## src/rtl/pc_sequencer.sv

```systemverilog
// Fetch/issue controller driving the program counter's PC_control select.
// Optional PC_SEQ_PERF_CNT_EN adds retired_cnt / stall_cnt performance counters.
//
// state   | meaning
// --------+-----------------------------------------------------------
// S_BOOT  | one idle cycle after reset so the PC still holds address 0
// S_FETCH | imem_req high, waiting for imem_ack (bounded by ACK_TIMEOUT)
// S_EXEC  | instr_q valid; issue one PC update when stall drops
// S_TRAP  | fetch timed out; sticky until reset
module pc_sequencer #(
   parameter int         ACK_TIMEOUT = 16,
   parameter logic [3:0] HOLD_CODE   = 4'b1111
) (
   input  logic        clk,
   input  logic        rst,
   input  logic        imem_ack,
   input  logic [31:0] instr_data,
   input  logic        stall,
   input  logic        alu_zero,
   output logic        imem_req,
   output logic [31:0] instr_q,
   output logic        instr_valid,
   output logic [3:0]  PC_control,
   output logic        fetch_err
`ifdef PC_SEQ_PERF_CNT_EN
   ,
   output logic [31:0] retired_cnt,
   output logic [31:0] stall_cnt
`endif
);

   typedef enum logic [1:0] {S_BOOT, S_FETCH, S_EXEC, S_TRAP} state_t;

   localparam logic [7:0] ACK_LAST = 8'(ACK_TIMEOUT - 1);

   localparam logic [3:0] PC_SEQ    = 4'b0000;
   localparam logic [3:0] PC_JUMP   = 4'b0001;
   localparam logic [3:0] PC_REG    = 4'b0010;
   localparam logic [3:0] PC_BRANCH = 4'b0011;

   state_t     state;
   state_t     state_nxt;
   logic [7:0] ack_cnt;
   logic [3:0] decode_code;
   logic [5:0] op;
   logic [5:0] funct;

   assign op    = instr_q[31:26];
   assign funct = instr_q[5:0];

   always_ff @(posedge clk or negedge rst) begin
      if (!rst) begin
         state   <= S_BOOT;
         ack_cnt <= '0;
         instr_q <= '0;
      end else begin
         state <= state_nxt;
         if (state == S_FETCH && !imem_ack)
            ack_cnt <= ack_cnt + 8'd1;
         else
            ack_cnt <= '0;
         if (state == S_FETCH && imem_ack)
            instr_q <= instr_data;
      end
   end

   // An ack in the last allowed cycle takes priority over the timeout.
   always_comb begin
      state_nxt = state;
      case (state)
         S_BOOT:  state_nxt = S_FETCH;
         S_FETCH: begin
            if (imem_ack)
               state_nxt = S_EXEC;
            else if (ack_cnt == ACK_LAST)
               state_nxt = S_TRAP;
         end
         S_EXEC:  if (!stall) state_nxt = S_FETCH;
         S_TRAP:  state_nxt = S_TRAP;
         default: state_nxt = S_BOOT;
      endcase
   end

   always_comb begin
      decode_code = PC_SEQ;
      case (op)
         6'b000010, 6'b000011: decode_code = PC_JUMP;
         6'b000000:            if (funct == 6'b001000) decode_code = PC_REG;
         6'b000100:            if (alu_zero) decode_code = PC_BRANCH;
         6'b000101:            if (!alu_zero) decode_code = PC_BRANCH;
         default:              decode_code = PC_SEQ;
      endcase
   end

   always_comb begin
      imem_req    = 1'b0;
      instr_valid = 1'b0;
      fetch_err   = 1'b0;
      PC_control  = HOLD_CODE;
      case (state)
         S_FETCH: imem_req = 1'b1;
         S_EXEC: begin
            instr_valid = 1'b1;
            if (!stall) PC_control = decode_code;
         end
         S_TRAP:  fetch_err = 1'b1;
         default: ;
      endcase
   end

`ifdef PC_SEQ_PERF_CNT_EN
   always_ff @(posedge clk or negedge rst) begin
      if (!rst) begin
         retired_cnt <= '0;
         stall_cnt   <= '0;
      end else begin
         if (state == S_EXEC && !stall)
            retired_cnt <= retired_cnt + 32'd1;
         if ((state == S_EXEC && stall) || (state == S_FETCH && !imem_ack))
            stall_cnt <= stall_cnt + 32'd1;
      end
   end
`endif

endmodule

```

## config.mk

```make
export PLATFORM = sky130hd
export DESIGN_NAME = pc_sequencer
export DESIGN_NICKNAME = d
export VERILOG_FILES = /design/src/rtl/pc_sequencer.sv
export SDC_FILE = /design/constraint.sdc
export NUM_CORES = 1
export LEC_CHECK = 0
export ABC_AREA = 0
export BUFFER_PORTS_ARGS = -buffer_cell sky130_fd_sc_hd__buf_2
export CAP_MARGIN = 25
export CORE_UTILIZATION = 30
export DETAILED_ROUTE_END_ITERATION = 6
export PLACE_DENSITY = 0.62
export SETUP_SLACK_MARGIN = 0.5
export SYNTH_ARGS = -nofsm -noshare
export SYNTH_HDL_FRONTEND = slang
export SYNTH_SLANG_ARGS = --single-unit
```

## constraint.sdc

```tcl
create_clock -name clk -period 2.5 [get_ports clk]
set_input_delay 0.125 -clock clk [delete_from_list [all_inputs] [get_ports clk]]
set_output_delay 0.125 -clock clk [all_outputs]
set_load 0.005 [all_outputs]
```

==> metrics.md <==
| Metric | Value |
|---|---|
| Pwr/cell area | `roughly 1100 nW/um^2` |
| Pre-Repair DR Iteration Count | `4` |
| Vias post-DR | `between 1,000 and 1,500` |
| Top FF cell, synth | `dfrtp_1` |
| Ant diodes | `0` |
| Layout filler cell count | `between 500 and 600` |
| Largest cells by area after synthesis | `dfrtp_1, mux2_4, buf_6` |
| Yosys warning total | `0` |
| Buffers inserted by post-CTS timing repair | `0` |
| Final Max Slew Viols | `0` |
| CP Data Required Time | `2.38 ns` |
| Pleak | `around 1.2 nW` |
| GPL Wtd Cong | `roughly 0.75` |
| H-Tree Depth | `2` |
| Clock Path Buffers | `2` |
| First-pass GRT wire length | `slightly below 6 mm` |
| Outcome | `complete, no violations` |
| Clock Power Share | `~17%` |
| Top-count cell post-synth | `dfrtp_1` |
| Largest net degree at the start of global routing | `43` |
| Die W | `80.7 um` |
| Fmax | `approximately 600 MHz` |
| Initial antenna violation count | `0` |
| Total Wirelength | `approximately 3.6 mm` |
| Peak supply drop | `0.490 mV` |
| Setup crit start kind | `flop` |
| DR DRC count | `0` |
| R2R depth | `3` |
| Worst R2R End | `instr_q[1]` |
| TritonCTS clock tree | `yes` |
| Clk slew on worst S/H paths | `approximately 0.080 ns` |
| Relative slew slack | `between 30% and 40%` |
| Top-area cell type share of the netlist area | `a little under three fifths` |
| Mapped Avg Cell Area | `14.9 sq um` |
| IO Port Bufs | `75` |
| Syn nets | `between 150 and 200` |
| Final setup fails | `0` |
| Die H | `80.7 um` |
| Clock sinks | `between 40 and 50` |
| RSZ-0062 raised after global routing | `false` |
| Tightest Pin Transition | `0.906 ns` |
| Sw Share | `between 20% and 30%` |
| P_sw | `about 740 uW` |
| Cts bufs inserted | `5` |
| Proportion of layout cells with a drive suffix above 1 | `56.6%` |
| Comb pwr share | `37.9%` |
| Hold path endpoint | `state[0]` |
| Final worst path period need | `roughly 1.7 ns` |
| Netlist cell types | `29` |
| Final hold violation count | `0` |
| Vias in the first global route | `between 1,000 and 1,500` |
| Power, Total | `around 2.6 mW` |
| Post-synth EDFFs | `0` |
| WS Path Type | `flop to primary output` |
| Power share of the sequential group | `between 40 and 50%` |
| Internal power | `1.83 mW` |
| Layout area overhead | `28.5%` |
| Average vias per placed instance | `between 4 and 5` |
| Worst Hold Launch | `stall` |
| Synth cell count leaders | `dfrtp_1, mux2_4, a21oi_1` |
| Critical R2R Launch | `state[0]` |
| Sequential area share after synthesis | `between 50 and 60%` |
| Final period util | `66.7%` |
| Die area | `6510 sq um` |
| Hold path depth | `2` |
| Worst clock skew | `approximately 0.0053 ns` |
| Syn Inst Count | `~130` |
| Worst hold path class | `input pin to flop` |
| Cell row count | `28` |
| Post-DP HPWL | `between 2 and 3 mm` |
| Critical Path, Cell by Cell | `or3b_1 > a31oi_1 > o21ai_1 > buf_2` |
| Final nets | `roughly 240` |
| Initial Utilization | `31.2%` |
| Register bit total from synthesis | `42` |
| DR WL/cell | `between 10 and 15 um` |
| Total track usage | `about an eighth` |
| Antenna Nets Post-Route | `0` |
| Maxcap violations | `0` |
| Crit path capture type | `primary output` |
| Area leader, netlist | `dfrtp_1` |
| Slowest stage cell on the critical path | `or3b_1` |
| Post-synth ARST share | `100%` |
| Worst path max stage delay | `~0.45 ns` |
| Worst R2R Setup Slack | `~0.91 ns` |
| Resized Gates After CTS | `0` |
| Critical path arrival | `about 1.5 ns` |
| Sum of negative setup slack | `0 ns` |
| Total congestion overflow | `0` |
| Ports | `76` |
| Cell Area, Synth | `1860 sq um` |
| Core Box Area | `~6000 sq um` |
| DRT iter0 DRCs | `31` |
| Worst skew pair latency | `about 0.29 ns` |
| Root buffer cell | `clkbuf_8` |
| CP max FO | `5` |
registers in the layout, indices dropped and copies added, names as in the netlist:
name and count:
ack_cnt 8, instr_q 32, state 2
metrics by stage:
step,setup slack [ns],util [%],cell area [sq um],hold slack (ns),instances
6_report,0.833,40.1,2390,0.0385,280
3_5_place_dp,0.920,38.4,2280,0.313,271
3_3_place_gp,0.948,38.4,2280,0.305,271
5_1_grt,0.743,40.1,2390,0.0351,280
2_1_floorplan,1.21,-,1860,-0.171,125
4_1_cts,0.801,40.1,2390,0.0296,280
kinds of logic after synthesis:
family          count (synthesis)  share of synthesized area (%)
simple gates                   28                           8.96
buf+inv                         5                           2.43
fa+ha+maj                       1                          0.674
flops                          42                           56.6
mux                            32                           25.5
compound gates                 13                           3.98
xor+xnor                        4                           1.89
worst max-delay path, delay by kind of cell (launching register included):
family	cells	cell delay, ns
and+or+nand+nor	1	0.45
DFF	1	0.42
AOI/OAI and AO/OA	2	0.26
buffers and inverters	1	0.13
worst max-delay path by stage:
stage	depth (start not counted)	to	slack [ns]	from
floorplan	4	instr_q[0]	1.21	state[1]
global placement	3	instr_q[2]	0.95	state[0]
detailed placement	3	instr_q[1]	0.92	state[0]
CTS	4	PC_control[0]	0.80	state[0]
global route	4	PC_control[0]	0.74	state[0]
finish	4	PC_control[0]	0.83	state[0]
area by class of cell:
| class | count | area (sq um) | share of cell area [%] |
|---|---|---|---|
| inverters | 1 | 3.75 | 0.157 |
| repair buffers | 76 | 385 | 16.2 |
| multi-input cells | 78 | 761 | 31.9 |
| well taps | 75 | 93.8 | 3.93 |
| clock buffers | 7 | 86.3 | 3.62 |
| flip-flops and latches | 42 | 1050 | 44.0 |
| clock inverters | 1 | 5.00 | 0.210 |
power by group through the flow:
stage	registers (mW)	clock network [mW]	logic, mW
after floorplan	1.16	0	0.592
after global placement	1.16	0	0.969
after detailed placement	1.15	0	0.989
after CTS	1.15	0.461	0.990
after global routing	1.19	0.487	1.05
final	1.15	0.439	0.972
what timing repair did:
action	in CTS	in global routing
setup endpoints to repair	0	0
hold endpoints to repair	39	0
hold buffers	1	0
cells in the final DEF (no fill, tap or decap), types with 2 or more instances in the layout:
cell type	n
a21oi_1	5
a22oi_1	2
and2_1	2
buf_2	75
clkbuf_8	6
dfrtp_1	42
mux2_2	2
mux2_4	30
nand2_1	3
nand2b_1	3
nand3_1	3
nor2_1	4
nor2b_1	2
nor4_1	2
o21ai_0	3
or3_1	3
xor2_1	3
per-layer routing:
metal  routed length (um)  global-route usage [%]  vias to the layer above
met5                    0                       0                        -
met2                 1780                    19.5                       40
met1                 1570                    14.8                      593
li1                     -                       -                      595
met4                   91                    6.07                        0
met3                  190                    3.64                        8
Note: power is estimated with default switching activity, not from simulation.
